[src/rtl/fetch_pkg.sv]
// Shared definitions for the instruction fetch / prefetch slice.
package fetch_pkg;

  localparam int unsigned ADDR_W_DEF   = 32;
  localparam int unsigned INST_W_DEF   = 32;
  localparam int unsigned DEPTH_DEF    = 4;
  localparam logic [31:0] RESET_PC_DEF = 32'h0000_0000;

  // Byte size of one instruction word and the number of PC bits below it.
  localparam int unsigned INST_BYTES = INST_W_DEF / 8;
  localparam int unsigned ALIGN_BITS = $clog2(INST_BYTES);

  // One prefetch queue entry at the default widths.
  typedef struct packed {
    logic [ADDR_W_DEF-1:0] pc;
    logic [INST_W_DEF-1:0] inst;
  } fetch_entry_t;

  // Number of low PC bits that address bytes inside one instruction.
  function automatic int unsigned align_bits_of(input int unsigned inst_w);
    return $clog2(inst_w / 8);
  endfunction

endpackage

[src/rtl/fetch_prefetch_unit_if.sv]
// Instruction-memory request/response bus between the fetch unit and memory.
interface fetch_prefetch_unit_if
  import fetch_pkg::*;
#(
  parameter int unsigned ADDR_W = ADDR_W_DEF,
  parameter int unsigned INST_W = INST_W_DEF
) ();

  logic              imem_req;
  logic [ADDR_W-1:0] imem_addr;
  logic              imem_ready;
  logic              imem_rvalid;
  logic [INST_W-1:0] imem_rdata;

  modport master (
    output imem_req,
    output imem_addr,
    input  imem_ready,
    input  imem_rvalid,
    input  imem_rdata
  );

  modport slave (
    input  imem_req,
    input  imem_addr,
    output imem_ready,
    output imem_rvalid,
    output imem_rdata
  );

endinterface

[src/rtl/fetch_fifo.sv]
// Circular prefetch queue holding {pc, inst} pairs; head is read straight
// from the storage registers so it is a registered output.
module fetch_fifo
  import fetch_pkg::*;
#(
  parameter int unsigned ADDR_W = ADDR_W_DEF,
  parameter int unsigned INST_W = INST_W_DEF,
  parameter int unsigned DEPTH  = DEPTH_DEF
) (
  input  logic                     clock,
  input  logic                     reset,
  input  logic                     i_push,
  input  logic [ADDR_W-1:0]        i_push_pc,
  input  logic [INST_W-1:0]        i_push_inst,
  input  logic                     i_pop,
  input  logic                     i_flush,
  output logic [$clog2(DEPTH):0]   o_count,
  output logic [ADDR_W-1:0]        o_head_pc,
  output logic [INST_W-1:0]        o_head_inst,
  output logic                     o_empty
);

  localparam int unsigned PTR_W = $clog2(DEPTH);
  localparam int unsigned CNT_W = PTR_W + 1;

  typedef struct packed {
    logic [ADDR_W-1:0] pc;
    logic [INST_W-1:0] inst;
  } entry_t;

  entry_t           r_mem [DEPTH];
  logic [PTR_W-1:0] r_wr_ptr;
  logic [PTR_W-1:0] r_rd_ptr;
  logic [CNT_W-1:0] r_count;
  logic             w_do_push;
  logic             w_do_pop;
  entry_t           w_head;

  assign w_do_push = i_push && !i_flush;
  assign w_do_pop  = i_pop && !i_flush && (r_count != CNT_W'(0));
  assign w_head    = r_mem[r_rd_ptr];

  // Entry storage: cleared on reset so the head reads zero until first push.
  always_ff @(posedge clock or posedge reset) begin
    if (reset) begin
      for (int i = 0; i < int'(DEPTH); i++) begin
        r_mem[i] <= '{pc: {ADDR_W{1'b0}}, inst: {INST_W{1'b0}}};
      end
    end else if (w_do_push) begin
      r_mem[r_wr_ptr] <= '{pc: i_push_pc, inst: i_push_inst};
    end
  end

  // Pointers wrap naturally at DEPTH; a flush empties the queue outright.
  always_ff @(posedge clock or posedge reset) begin
    if (reset) begin
      r_wr_ptr <= PTR_W'(0);
      r_rd_ptr <= PTR_W'(0);
      r_count  <= CNT_W'(0);
    end else if (i_flush) begin
      r_wr_ptr <= PTR_W'(0);
      r_rd_ptr <= PTR_W'(0);
      r_count  <= CNT_W'(0);
    end else begin
      if (w_do_push) begin
        r_wr_ptr <= r_wr_ptr + PTR_W'(1);
      end
      if (w_do_pop) begin
        r_rd_ptr <= r_rd_ptr + PTR_W'(1);
      end
      r_count <= r_count + CNT_W'(w_do_push) - CNT_W'(w_do_pop);
    end
  end

  assign o_count     = r_count;
  assign o_head_pc   = w_head.pc;
  assign o_head_inst = w_head.inst;
  assign o_empty     = (r_count == CNT_W'(0));

endmodule

[src/rtl/fetch_prefetch_unit.sv]
// Fetch stage: runs the PC ahead of decode, keeps at most DEPTH words in
// flight or queued, and discards in-flight responses after a redirect.
module fetch_prefetch_unit
  import fetch_pkg::*;
#(
  parameter int unsigned       ADDR_W   = ADDR_W_DEF,
  parameter int unsigned       INST_W   = INST_W_DEF,
  parameter int unsigned       DEPTH    = DEPTH_DEF,
  parameter logic [ADDR_W-1:0] RESET_PC = ADDR_W'(RESET_PC_DEF)
) (
  input  logic                 clock,
  input  logic                 reset,
  input  logic                 i_redirect,
  input  logic [ADDR_W-1:0]    i_redirect_pc,
  fetch_prefetch_unit_if.master imem,
  output logic                 o_inst_valid,
  output logic [INST_W-1:0]    o_inst,
  output logic [ADDR_W-1:0]    o_inst_pc,
  input  logic                 i_inst_ready
);

  localparam int unsigned       L_ALIGN_BITS = align_bits_of(INST_W);
  localparam logic [ADDR_W-1:0] L_STEP       = ADDR_W'(INST_W / 8);
  localparam logic [ADDR_W-1:0] L_ALIGN_MASK = ~((ADDR_W'(1) << L_ALIGN_BITS) - ADDR_W'(1));
  localparam int unsigned       CNT_W        = $clog2(DEPTH) + 1;
  localparam int unsigned       SUM_W        = CNT_W + 1;

  logic [ADDR_W-1:0] r_fetch_pc;
  logic [ADDR_W-1:0] r_resp_pc;
  logic [CNT_W-1:0]  r_outstanding;
  logic [CNT_W-1:0]  r_drop;

  logic [CNT_W-1:0]  w_fifo_count;
  logic              w_fifo_empty;
  logic [SUM_W-1:0]  w_credit_sum;
  logic              w_req;
  logic              w_accept;
  logic              w_resp;
  logic              w_drop_resp;
  logic              w_push;
  logic              w_pop;
  logic [ADDR_W-1:0] w_redirect_pc;

  // Request credit: queued plus in-flight words may not exceed DEPTH; same-cycle pops are not credited.
  always_comb begin
    w_credit_sum = SUM_W'(w_fifo_count) + SUM_W'(r_outstanding);
    w_req        = !reset && !i_redirect && (w_credit_sum < SUM_W'(DEPTH));
  end

  assign imem.imem_req  = w_req;
  assign imem.imem_addr = r_fetch_pc;

  assign w_accept      = w_req && imem.imem_ready;
  assign w_resp        = imem.imem_rvalid;
  assign w_drop_resp   = w_resp && (r_drop != CNT_W'(0));
  assign w_push        = w_resp && !w_drop_resp && !i_redirect;
  assign w_pop         = !w_fifo_empty && i_inst_ready && !i_redirect;
  assign w_redirect_pc = i_redirect_pc & L_ALIGN_MASK;

  // Request and response PCs: redirect reloads both, otherwise each steps on its own event.
  always_ff @(posedge clock or posedge reset) begin
    if (reset) begin
      r_fetch_pc <= RESET_PC;
      r_resp_pc  <= RESET_PC;
    end else if (i_redirect) begin
      r_fetch_pc <= w_redirect_pc;
      r_resp_pc  <= w_redirect_pc;
    end else begin
      if (w_accept) begin
        r_fetch_pc <= r_fetch_pc + L_STEP;
      end
      if (w_push) begin
        r_resp_pc <= r_resp_pc + L_STEP;
      end
    end
  end

  // In-flight tracking: on redirect every still-pending response becomes one to discard.
  always_ff @(posedge clock or posedge reset) begin
    if (reset) begin
      r_outstanding <= CNT_W'(0);
      r_drop        <= CNT_W'(0);
    end else if (i_redirect) begin
      r_outstanding <= r_outstanding - CNT_W'(w_resp);
      r_drop        <= r_outstanding - CNT_W'(w_resp);
    end else begin
      r_outstanding <= r_outstanding + CNT_W'(w_accept) - CNT_W'(w_resp);
      if (w_drop_resp) begin
        r_drop <= r_drop - CNT_W'(1);
      end
    end
  end

  fetch_fifo #(
    .ADDR_W (ADDR_W),
    .INST_W (INST_W),
    .DEPTH  (DEPTH)
  ) u_fifo (
    .clock       (clock),
    .reset       (reset),
    .i_push      (w_push),
    .i_push_pc   (r_resp_pc),
    .i_push_inst (imem.imem_rdata),
    .i_pop       (w_pop),
    .i_flush     (i_redirect),
    .o_count     (w_fifo_count),
    .o_head_pc   (o_inst_pc),
    .o_head_inst (o_inst),
    .o_empty     (w_fifo_empty)
  );

  assign o_inst_valid = !w_fifo_empty;

endmodule

[src/flat_wrapper.sv]
// flat-port wrapper written by rule: the top's interface ports become plain ports
module fetch_prefetch_unit_flat import fetch_pkg::*;
#(
  parameter int unsigned       ADDR_W   = ADDR_W_DEF,
  parameter int unsigned       INST_W   = INST_W_DEF,
  parameter int unsigned       DEPTH    = DEPTH_DEF,
  parameter logic [ADDR_W-1:0] RESET_PC = ADDR_W'(RESET_PC_DEF)
)
  (clock, reset, i_redirect, i_redirect_pc, o_inst_valid, o_inst, o_inst_pc, i_inst_ready, imem_imem_req, imem_imem_addr, imem_imem_ready, imem_imem_rvalid, imem_imem_rdata);
  fetch_prefetch_unit_if #(.ADDR_W(ADDR_W), .INST_W(INST_W)) imem_i ();
  input  logic clock;
  input  logic reset;
  input  logic i_redirect;
  input  logic [ADDR_W-1:0] i_redirect_pc;
  output logic o_inst_valid;
  output logic [INST_W-1:0] o_inst;
  output logic [ADDR_W-1:0] o_inst_pc;
  input  logic i_inst_ready;
  output wire logic [$bits(imem_i.imem_req)-1:0] imem_imem_req;
  output wire logic [$bits(imem_i.imem_addr)-1:0] imem_imem_addr;
  input wire logic [$bits(imem_i.imem_ready)-1:0] imem_imem_ready;
  input wire logic [$bits(imem_i.imem_rvalid)-1:0] imem_imem_rvalid;
  input wire logic [$bits(imem_i.imem_rdata)-1:0] imem_imem_rdata;
  assign imem_imem_req = imem_i.imem_req;
  assign imem_imem_addr = imem_i.imem_addr;
  assign imem_i.imem_ready = imem_imem_ready;
  assign imem_i.imem_rvalid = imem_imem_rvalid;
  assign imem_i.imem_rdata = imem_imem_rdata;
  fetch_prefetch_unit #(.ADDR_W(ADDR_W), .INST_W(INST_W), .DEPTH(DEPTH), .RESET_PC(RESET_PC)) u_core (.clock(clock), .reset(reset), .i_redirect(i_redirect), .i_redirect_pc(i_redirect_pc), .imem(imem_i), .o_inst_valid(o_inst_valid), .o_inst(o_inst), .o_inst_pc(o_inst_pc), .i_inst_ready(i_inst_ready));
endmodule
[config.mk]
export PLATFORM = sky130hd
export DESIGN_NAME = fetch_prefetch_unit_flat
export DESIGN_NICKNAME = d
export VERILOG_FILES = /design/src/rtl/fetch_pkg.sv /design/src/rtl/fetch_prefetch_unit_if.sv /design/src/rtl/fetch_fifo.sv /design/src/rtl/fetch_prefetch_unit.sv /design/src/flat_wrapper.sv
export SDC_FILE = /design/constraint.sdc
export NUM_CORES = 1
export LEC_CHECK = 0
export BUFFER_PORTS_ARGS = -buffer_cell sky130_fd_sc_hd__buf_4
export CAP_MARGIN = 20
export CORE_MARGIN = 2
export CORE_UTILIZATION = 25
export CTS_CLUSTER_SIZE = 10
export DETAILED_ROUTE_END_ITERATION = 12
export SYNTH_ARGS = -nofsm -noshare
export SYNTH_HDL_FRONTEND = slang
export SYNTH_SLANG_ARGS = --single-unit
[constraint.sdc]
create_clock -name clock -period 14.15 [get_ports clock]
set_input_delay 2.83 -clock clock [delete_from_list [all_inputs] [get_ports clock]]
set_output_delay 2.83 -clock clock [all_outputs]
set_load 0.01 [all_outputs]
# After elaboration in Yosys (flattened, before gate mapping)
# Cells that the tools add are included.
# word_totals
reg_bits	333
input_bits	70
output_inout_bits	98
# op_classes
add_sub_neg	11
n_lt_le_gt_ge	4
mux	18
bitwise	2
reduce_logical	24
# ops
op	count
256-bit bitwise mux	1
64-bit 2-to-1 mux	3
64-bit binary-select mux with 2-bit select	1
64-bit demux with 2-bit select	1
32-bit 2-to-1 mux	4
32-bit by 3-bit adder with 32-bit output (second input constant)	2
1-bit logical AND	12
3-bit 2-to-1 mux	4
2-bit nonzero test	5
3-bit by 1-bit subtractor with 3-bit output	3
2-bit 2-to-1 mux	4
3-bit by 1-bit adder with 3-bit output	2
3-bit >= comparator (second input constant)	2
2-bit inverter with 3-bit output	2
3-bit nonzero test	2
2-bit by 1-bit adder with 2-bit output (second input constant)	2
3-bit by 3-bit adder with 4-bit output	1
1-bit logical NOT	4
4-bit by 3-bit < comparator with 1-bit output (second input constant)	1
3-bit logical NOT	1
3-bit by 1-bit < comparator with 1-bit output (second input constant)	1
3-bit by 1-bit subtractor with 3-bit output (second input constant)	1

# Longest topological paths before layout
# Gate-level depths: netlist of run 1.
# logic_depth
ltp_word	9
ltp_mapped	12

# Modules after synthesis
# Synthesis of run 1 repeated with hierarchy kept, for this count alone.
# unflattened
cells_unflattened	1076
hier_area_um2	15396.0
# by_module_without_submodules
module	n_inst	cells_per_inst	area_each_um2
fetch_fifo	1	662	11636.2
fetch_prefetch_unit	1	414	3759.9

# Least setup slack after synthesis of run 1
# OpenSTA, ideal clock, no wires.
# synth_timing
kind	input port to output port
from	input port i_redirect
to	output port imem_imem_req
arrival_time_ps	3426
required_time_ps	11320
setup_slack_ps	7894
stages	3
path_buffers	1
cell_sequence	clkbuf_1 > nor3_1 > and3_1
# synth_between
elab_chain_len	3
# synth_rtl
item	line_no	rtl
start, declared	flat_wrapper.sv:13	input logic i_redirect;
1-bit logical NOT	fetch_prefetch_unit.sv:47	w_req = !reset && !i_redirect && (w_credit_sum < SUM_W'(DEPTH));
1-bit logical AND (2 in a row)	fetch_prefetch_unit.sv:47	
end, declared	flat_wrapper.sv:19	output wire logic [$bits(imem_i.imem_req)-1:0] imem_imem_req;
# Every way passes these cells.

# Worst setup path after layout of run 1
# Same ends and word-level chain as after synthesis.

==> results of run 1 <==
-- cell usage in the layout (no fill, tap or decap), drive strengths merged, types with 4 or more instances in the layout --
cell / synthesis / final
a21oi: 12 / 12
a31oi: 7 / 7
and2: 5 / 5
and3: 10 / 10
buf: 47 / 173
clkbuf: 20 / 48
clkinv: 0 / 6
conb: 1 / 4
dfrtp: 321 / 321
ha: 16 / 16
inv: 19 / 21
mux2: 246 / 246
mux4: 62 / 62
nand2: 67 / 67
nand3: 29 / 29
nand4: 30 / 30
nor2: 28 / 28
nor3: 5 / 5
nor4: 7 / 7
o211ai: 12 / 12
o21ai: 53 / 53
o311ai: 8 / 8
or4: 4 / 4
xnor2: 12 / 12
xor2: 32 / 32
-- state kept, by name, summed over array words and instances (netlist names) --
name,flops
u_core.imem.imem_addr,30
u_core.r_drop,3
u_core.r_outstanding,3
u_core.r_resp_pc,30
u_core.u_fifo.o_count,3
u_core.u_fifo.r_mem,248
u_core.u_fifo.r_rd_ptr,2
u_core.u_fifo.r_wr_ptr,2
-- metrics by stage --
step	cells	utilization [%]
2_1_floorplan	1077	-
3_3_place_gp	1954	28.5
3_5_place_dp	1954	28.5
4_1_cts	2010	30.5
5_1_grt	2012	30.6
6_report	2012	30.6
-- power breakdown --
group | internal, mW | total, mW | switching [mW]
Combinational | 0.529 | 0.935 | 0.406
Clock | 0.533 | 0.920 | 0.387
Sequential | 1.12 | 1.27 | 0.154
-- worst max-delay path, delay by kind of cell --
family / cells / cell delay [ps]
buffers and inverters: 2 / 680
and+or+nand+nor: 2 / 370
-- layout make-up --
| cell class | count | area (µm²) | share of cell area, % |
|---|---|---|---|
| clock buffers | 48 | 1070 | 5.94 |
| clock inverters | 8 | 73.8 | 0.409 |
| inverters | 19 | 78.8 | 0.437 |
| multi-input cells | 670 | 6460 | 35.8 |
| flip-flops and latches | 321 | 8040 | 44.6 |
| well taps | 773 | 967 | 5.36 |
| repair buffers | 173 | 1340 | 7.42 |
-- routing by layer --
metal / wire length [µm] / share of wire, % / up-vias
met5: 0 / 0 / -
met4: 559 / 1.5 / 0
met3: 2250 / 6.0 / 40
met2: 17400 / 46 / 266
met1: 17400 / 46 / 4896
li1: - / - / 4234
-- worst min-delay path by stage --
stage | end | slack [ps] | from
final | u_core.u_fifo.r_mem[182]$_DFFE_PP0P_ | 480 | u_core.u_fifo.r_mem[182]$_DFFE_PP0P_
after global routing | u_core.u_fifo.r_mem[183]$_DFFE_PP0P_ | 510 | u_core.u_fifo.r_mem[183]$_DFFE_PP0P_
after CTS | u_core.u_fifo.r_mem[182]$_DFFE_PP0P_ | 480 | u_core.u_fifo.r_mem[182]$_DFFE_PP0P_
after detailed placement | u_core.u_fifo.r_mem[182]$_DFFE_PP0P_ | 470 | u_core.u_fifo.r_mem[182]$_DFFE_PP0P_
after global placement | u_core.u_fifo.r_mem[234]$_DFFE_PP0P_ | 460 | u_core.u_fifo.r_mem[234]$_DFFE_PP0P_
after floorplan | u_core.u_fifo.r_mem[106]$_DFFE_PP0P_ | 440 | u_core.u_fifo.r_mem[106]$_DFFE_PP0P_
-- logic make-up after synthesis --
logic type                 count (synthesis)  synth area share, %
DFF                                      321                 53.7
other                                      1               0.0251
buffers and inverters                     86                 3.27
xor gates and xnor gates                  44                 2.58
muxes                                    310                 28.0
AOI/OAI and AO/OA                         97                 3.82
adders and majority gates                 18                 1.61
and+or+nand+nor                          197                 6.97
==> flow_summary.json, run 1 <==
{
  "relSlewSlack_pct": 25.8,
  "cp-end-kind": "output pin",
  "fmax_mhz": 149,
  "synth_area_leaders": "dfrtp_1 (54%), mux2_2 (19%), mux4_2 (9.3%)",
  "hold_viol_final": 0,
  "grt_overflow": 0,
  "grt_usage_pct": 12.2,
  "fp.dieH_um": 249,
  "critPathMostFrequentCell": "buf_4",
  "crit_slowest_cell": "buf_4",
  "p_leak_nw": 8.25,
  "grt_use_met1_pct": 16.7,
  "grt_antenna_before_repair": 0,
  "finalCritPeriodShare_pct": 47.4,
  "grt_pass1_vias": 10000,
  "hold_class": "flop to flop",
  "routed_wl_um": 37700,
  "ys_warn_count": 0,
  "core_um2": 59000,
  "dr.pass1.iters": 4,
  "io_pins": 168,
  "start_util_pct": 25.3,
  "yosys_register_bits": 321,
  "design_area_um2": 18000,
  "path_cells": "buf_4 -> nor3_1 -> and3_1 -> buf_4",
  "synth_ff_type": "dfrtp_1",
  "cts_num_sinks": 321,
  "postCtsHoldBufs": 0,
  "ant_nets": 0,
  "hold_depth": 2,
  "via_count": 9436,
  "yosys.area.top_type": "dfrtp_1",
  "cts_buffers": 40,
  "placed_cell_area_um2": 16800,
  "met3_usage_pct": 2.89,
  "grt_max_degree": 93,
  "min_period_ps": 6710,
  "synth-async-reset-ratio_pct": 100,
  "cts_buffer_depth": 3,
  "worstPathArrival_ps": 3880,
  "status": "finished, final reports clean",
  "fin_ws_ps": 7440,
  "rsz0062_at_grt": "no",
  "crit_fanout": 72,
  "fill_cells": 5982,
  "clk_latency_ps": 560,
  "syn2layout_area_growth_pct": 20.6,
  "cts_tree": "yes",
  "die_area_um2": 61800,
  "grt_pass1_wl_um": 59300,
  "dpl.hpwl_um": 24300,
  "whs_ps": 480,
  "post_drt_wl_per_cell_um": 18.7,
  "nNetsFinal": 1313,
  "seq_area_frac_synth_pct": 53.7,
  "synth.avg_cell_area_um2": 13.9,
  "use_met2_pct": 19.3,
  "fin_worst_skew_ps": 13.3,
  "endpoint": "imem_imem_req",
  "num_antenna_cells": 0,
  "worst_pin_slew_ps": 1110,
  "synth_edf_count": 0,
  "r2r_cells": 8,
  "ys_types": 48,
  "startpoint": "i_redirect",
  "synthMostInstantiatedCell": "dfrtp_1",
  "drc": 0,
  "synth_common_cells": "dfrtp_1 (321), mux2_2 (246), nand2_1 (63)",
  "port_buffers": 161,
  "cap_viol_max_count": 0,
  "htreeDepth": 2,
  "via_per_inst": 4.69,
  "cts-resized-gates": 0,
  "yosysTopAreaCellShare_pct": 53.7,
  "ir_drop_v": 0.000139,
  "worst_r2r_endpoint": "u_core.imem.imem_addr[9]$_DFFE_PP0P_",
  "busiest_layer": "met2",
  "syn-instance-count": 1074,
  "setup_tns_ps": 0,
  "dp_slack_ps": 7420,
  "row_count": 89,
  "gp_congestion": 0.784,
  "p_per_area_nw_per_um2": 173,
  "synth_area_um2": 15000,
  "worstReg2RegStart": "u_core.u_fifo.o_count[1]$_DFF_PP0_",
  "r2r_setup_slack_ps": 11060,
  "die_width_um": 249,
  "drive_gt1_share_pct": 44.6,
  "criticalPathCategory": "input pin to output pin",
  "start_kind": "input pin",
  "crit_required_ps": 11320,
  "post_cts_buffers": 0,
  "cts-root-buf": "clkbuf_16",
  "clk_pin_slew_ps": 50,
  "p_total_mw": 3.13,
  "drt_iter0_drc": 467,
  "cp_slowest_stage_delay_ps": 540,
  "slew_violations": 0,
  "finalSetupViolCount": 0
}
Note: power is estimated with default switching activity, not from simulation.
==> inputs of run 2 (changes only) <==
Clock period 14.15 ns to 6.4 ns, I/O delays scaled along.
==> run 2 against run 1 <==
  * Power up 120%
  * Clock-buffer cell count grew 3
  * Sequential power grew 120%
  * Cell area decreased by 0.26%
  * Largest power group unchanged
  * Highest routed layer unchanged
  * Hold slack got worse by 0.86 ps
  * Cell count is the same
  * Routed wire length decreased by 1.8%
  * Die area did not move
  * Clock power up 120%
  * Global-route usage is 0.20 points lower
  * Worst setup slack worse by 5300 ps
  * Register-to-register slack got worse by 7700 ps
==> flow_summary.json, run 2 (synthesized netlist as in run 1, its figures left out) <==
{
  "cp_slowest_stage_delay_ps": 1050,
  "clk_latency_ps": 560,
  "hold_class": "flop to flop",
  "crit_slowest_cell": "dfrtp_4",
  "cts-resized-gates": 0,
  "htreeDepth": 2,
  "cts_num_sinks": 321,
  "die_area_um2": 61800,
  "grt_antenna_before_repair": 0,
  "dpl.hpwl_um": 23700,
  "min_period_ps": 4230,
  "cts-root-buf": "clkbuf_16",
  "cap_viol_max_count": 0,
  "path_buf_inv": 2,
  "final_cell_mix": "dfrtp_1 (319), mux2_2 (246), buf_4 (171)",
  "p_leak_nw": 8.21,
  "gp_congestion": 0.793,
  "r2r_setup_slack_ps": 3320,
  "layout_commonest_cell": "dfrtp_1",
  "grt_max_degree": 123,
  "via_per_inst": 4.69,
  "grt_pass1_wl_um": 58700,
  "startpoint": "u_core.u_fifo.r_rd_ptr[0]$_DFFE_PP0P_",
  "drive_gt1_share_pct": 44.1,
  "relSlewSlack_pct": 26.1,
  "core_um2": 59000,
  "dr.pass1.iters": 7,
  "criticalPathCategory": "flop to output pin",
  "crit_cells": 3,
  "fin_worst_skew_ps": 21.9,
  "cts_buffer_depth": 3,
  "nNetsFinal": 1312,
  "syn2layout_area_growth_pct": 20.3,
  "grt_usage_pct": 12.0,
  "hold_viol_final": 0,
  "cts_tree": "yes",
  "via_count": 9435,
  "worst_pin_slew_ps": 1110,
  "cp_top_family": "flip-flops",
  "die_width_um": 249,
  "finalSetupViolCount": 0,
  "crit_fanout": 45,
  "grt_pass1_vias": 10000,
  "worst_r2r_endpoint": "u_core.u_fifo.o_count[2]$_DFF_PP0_",
  "clk_pin_slew_ps": 60,
  "row_count": 89,
  "post_drt_wl_per_cell_um": 18.4,
  "start_util_pct": 25.3,
  "ant_nets": 0,
  "postCtsHoldBufs": 0,
  "cp-end-kind": "output pin",
  "start_kind": "flop",
  "fill_cells": 5876,
  "port_buffers": 161,
  "num_antenna_cells": 0,
  "rsz0062_at_grt": "no",
  "fmax_mhz": 237,
  "worstPathArrival_ps": 2950,
  "cts_buffers": 39,
  "crit_required_ps": 5120,
  "critPathMostFrequentCell": "buf_4",
  "io_pins": 168,
  "status": "finished, final reports clean",
  "drt_iter0_drc": 345,
  "slew_violations": 0,
  "largest_reg_flops": 248,
  "r2r_cells": 12,
  "p_per_area_nw_per_um2": 381,
  "grt_overflow": 0,
  "routed_wl_um": 37000,
  "endpoint": "o_inst[10]",
  "path_cells": "buf_4 -> mux4_2 -> buf_4",
  "ir_drop_v": 0.000234,
  "fp.dieH_um": 249,
  "finalCritPeriodShare_pct": 66.1,
  "worstReg2RegStart": "u_core.r_drop[0]$_DFFE_PP0P_",
  "hold_depth": 2,
  "p_total_mw": 6.86,
  "regMostFlops": "u_core.u_fifo.r_mem",
  "post_cts_buffers": 0,
  "setup_tns_ps": 0,
  "drc": 0
}
-- run 2: cell types whose count changed in the layout (fill, tap and decap cells not counted), sizes merged --
cell / change
clkbuf: +3
clkinvlp: +1
inv: -2
clkinv: -2
-- run 2: layout make-up --
class                   instances  area (µm²)  share of cell area [%]
inverters                      19        75.1                   0.417
clock buffers                  51        1050                    5.84
flip-flops and latches        321        8040                    44.7
repair buffers                173        1320                    7.36
well taps                     773         967                    5.38
clock inverters                 5        65.1                   0.362
multi-input cells             670        6460                    35.9
-- run 2: report_power, final --
group / internal [mW] / switching [mW]
Combinational: 1.17 / 0.866
Clock: 1.15 / 0.834
Sequential: 2.47 / 0.375
-- run 2: worst min-delay path by stage --
stage	from	to	slack [ps]
final	u_core.u_fifo.r_mem[234]$_DFFE_PP0P_	u_core.u_fifo.r_mem[234]$_DFFE_PP0P_	480
after floorplan	u_core.u_fifo.r_mem[106]$_DFFE_PP0P_	u_core.u_fifo.r_mem[106]$_DFFE_PP0P_	440
after global routing	u_core.u_fifo.r_mem[90]$_DFFE_PP0P_	u_core.u_fifo.r_mem[90]$_DFFE_PP0P_	500
after global placement	u_core.u_fifo.r_mem[246]$_DFFE_PP0P_	u_core.u_fifo.r_mem[246]$_DFFE_PP0P_	460
after CTS	u_core.u_fifo.r_mem[54]$_DFFE_PP0P_	u_core.u_fifo.r_mem[54]$_DFFE_PP0P_	480
after detailed placement	u_core.u_fifo.r_mem[54]$_DFFE_PP0P_	u_core.u_fifo.r_mem[54]$_DFFE_PP0P_	470
-- run 2: metrics by stage --
stage | utilization, % | area, µm² | instances | hold slack (ps) | worst slack (ps)
6_report | 30.5 | 18000 | 2012 | 479 | 2170
5_1_grt | 30.5 | 18000 | 2012 | 504 | 1940
4_1_cts | 30.5 | 18000 | 2011 | 483 | 2030
3_5_place_dp | 28.6 | 16900 | 1955 | 470 | 2570
3_3_place_gp | 28.6 | 16900 | 1955 | 456 | 2600
2_1_floorplan | - | 15000 | 1077 | 445 | 839
-- run 2: layer usage --
metal  vias up  share of wire [%]  GRT usage, %
met1      4867                 47          16.9
met3        52                5.8          2.65
met5         -                  0             0
met4         0                1.7          3.30
li1       4240                  -             -
met2       276                 45          18.5
-- run 2: tightest hold or removal path, stage by stage, from the launching register on --
cell	delay, ps
dfrtp_1	330
nand2_1	50
o21ai_0	60
==> inputs of run 3 (changes only) <==
Clock period 6.4 ns to 3.5 ns, I/O delays scaled along.
==> run 3 against run 2 <==
  * Clock-buffer cell count decreased by 1
  * Critical endpoint unchanged
  * Die area unchanged
  * Routed wire length increased by 1.0%
  * Critical path depth unchanged
  * Cell area increased by 1.3%
==> flow_summary.json, run 3 (synthesized netlist as in run 1, its figures left out) <==
{
  "status": "finished, final reports clean",
  "worstReg2RegStart": "u_core.r_drop[0]$_DFFE_PP0P_",
  "via_count": 9531,
  "gp_congestion": 0.792,
  "ant_nets": 0,
  "busiest_layer": "met2",
  "worst_pin_slew_ps": 880,
  "cp_slowest_stage_delay_ps": 810,
  "criticalPathCategory": "flop to output pin",
  "final_cell_mix": "dfrtp_1 (319), mux2_2 (246), buf_4 (173)",
  "largest_reg_flops": 248,
  "ir_drop_v": 0.000487,
  "cts_buffers": 40,
  "die_width_um": 249,
  "start_kind": "flop",
  "slew_violations": 0,
  "grt_pass1_vias": 10100,
  "fin_worst_skew_ps": 36.1,
  "hold_viol_final": 0,
  "via_per_inst": 4.71,
  "num_antenna_cells": 0,
  "core_um2": 59000,
  "port_buffers": 161,
  "crit_required_ps": 2800,
  "fmax_mhz": 316,
  "worstPathArrival_ps": 2470,
  "path_buf_inv": 2,
  "regMostFlops": "u_core.u_fifo.r_mem",
  "grt_use_met1_pct": 16.4,
  "drive_gt1_share_pct": 44.8,
  "p_leak_nw": 8.32,
  "grt_pass1_wl_um": 59400,
  "dr.pass1.iters": 5,
  "nNetsFinal": 1324,
  "htreeDepth": 2,
  "post_drt_wl_per_cell_um": 18.5,
  "fin_ws_ps": 334,
  "clk_latency_ps": 580,
  "cts-root-buf": "clkbuf_16",
  "p_total_mw": 12.7,
  "post_cts_buffers": 0,
  "drt_iter0_drc": 516,
  "cts_num_sinks": 321,
  "relSlewSlack_pct": 40.8,
  "cts_tree": "yes",
  "use_met2_pct": 19.0,
  "met3_usage_pct": 3.18,
  "grt_usage_pct": 12.1,
  "path_cells": "buf_4 -> mux4_2 -> buf_4",
  "io_pins": 168,
  "layout_commonest_cell": "dfrtp_1",
  "clk_pin_slew_ps": 60,
  "start_util_pct": 25.3,
  "postCtsHoldBufs": 0,
  "cts-resized-gates": 0,
  "routed_wl_um": 37400,
  "cap_viol_max_count": 0,
  "cts_buffer_depth": 3,
  "hold_class": "input pin to async pin",
  "dp_slack_ps": 829,
  "syn2layout_area_growth_pct": 21.8,
  "crit_slowest_cell": "dfrtp_4",
  "grt_max_degree": 125,
  "startpoint": "u_core.u_fifo.r_rd_ptr[0]$_DFFE_PP0P_",
  "rsz0062_at_grt": "no",
  "grt_antenna_before_repair": 0,
  "finalSetupViolCount": 0,
  "grt_overflow": 0,
  "drc": 0,
  "row_count": 89,
  "min_period_ps": 3170,
  "dpl.hpwl_um": 25300,
  "p_per_area_nw_per_um2": 698,
  "die_area_um2": 61800,
  "fp.dieH_um": 249,
  "crit_fanout": 25,
  "cp-end-kind": "output pin",
  "critPathMostFrequentCell": "buf_4",
  "cp_top_family": "flip-flops",
  "finalCritPeriodShare_pct": 90.5
}
[run 3: tightest hold or removal path: stages]
cell and delay, ps:
buf_4 130, clkinvlp_4 170, buf_12 300
[run 3: where the power goes]
part | internal (mW) | switching, mW | total (mW) | leakage [nW]
clock network | 2.13 | 1.60 | 3.73 | 0.549
registers | 4.52 | 0.631 | 5.15 | 4.22
logic | 2.20 | 1.64 | 3.84 | 3.54
total | 8.85 | 3.87 | 12.7 | 8.32
[run 3: metal layers]
metal,part of all wire (%),up-vias,wire (µm)
li1,-,4261,-
met3,6.4,52,2400
met2,46,275,17000
met1,46,4943,17200
met5,0,-,0
met4,2.0,0,752
[run 3: per-stage QoR]
stage               hold slack [ps]  utilization (%)  std cells  TNS (ps)  cell area (µm²)
global placement                456             28.9       1966         0            17100
finish                          338             30.9       2024         0            18200
CTS                             332             30.9       2023         0            18200
floorplan                       445                -       1077   -475330            15000
global route                    365             30.9       2024         0            18200
detailed placement              469             28.9       1966         0            17100
[run 3: layout make-up]
type / count / area, µm²
Clock buffer: 50 / 1060
Clock inverter: 7 / 93.8
Fill cell: 5889 / 40800
Inverter: 19 / 75.1
Multi-Input combinational cell: 670 / 6460
Sequential cell: 321 / 8040
Tap cell: 773 / 967
Timing Repair Buffer: 184 / 1520
[run 3: worst paths after layout]
| check | slack [ps] | endpoint | cells past startpoint |
|---|---|---|---|
| worst max-delay path | 330 | o_inst[10] | 3 |
| worst min-delay path | 340 | u_core.r_resp_pc[11]$_DFFE_PP0N_ | 3 |
| worst max register to register | 1010 | u_core.u_fifo.o_count[2]$_DFF_PP0_ | 12 |
| worst min register to register | 480 | u_core.u_fifo.r_mem[246]$_DFFE_PP0P_ | 2 |
| max in group asynchronous | 2470 | u_core.u_fifo.r_mem[24]$_DFFE_PP0P_ | 3 |
| min in group clock | 380 | u_core.r_resp_pc[15]$_DFFE_PP0N_ | 3 |
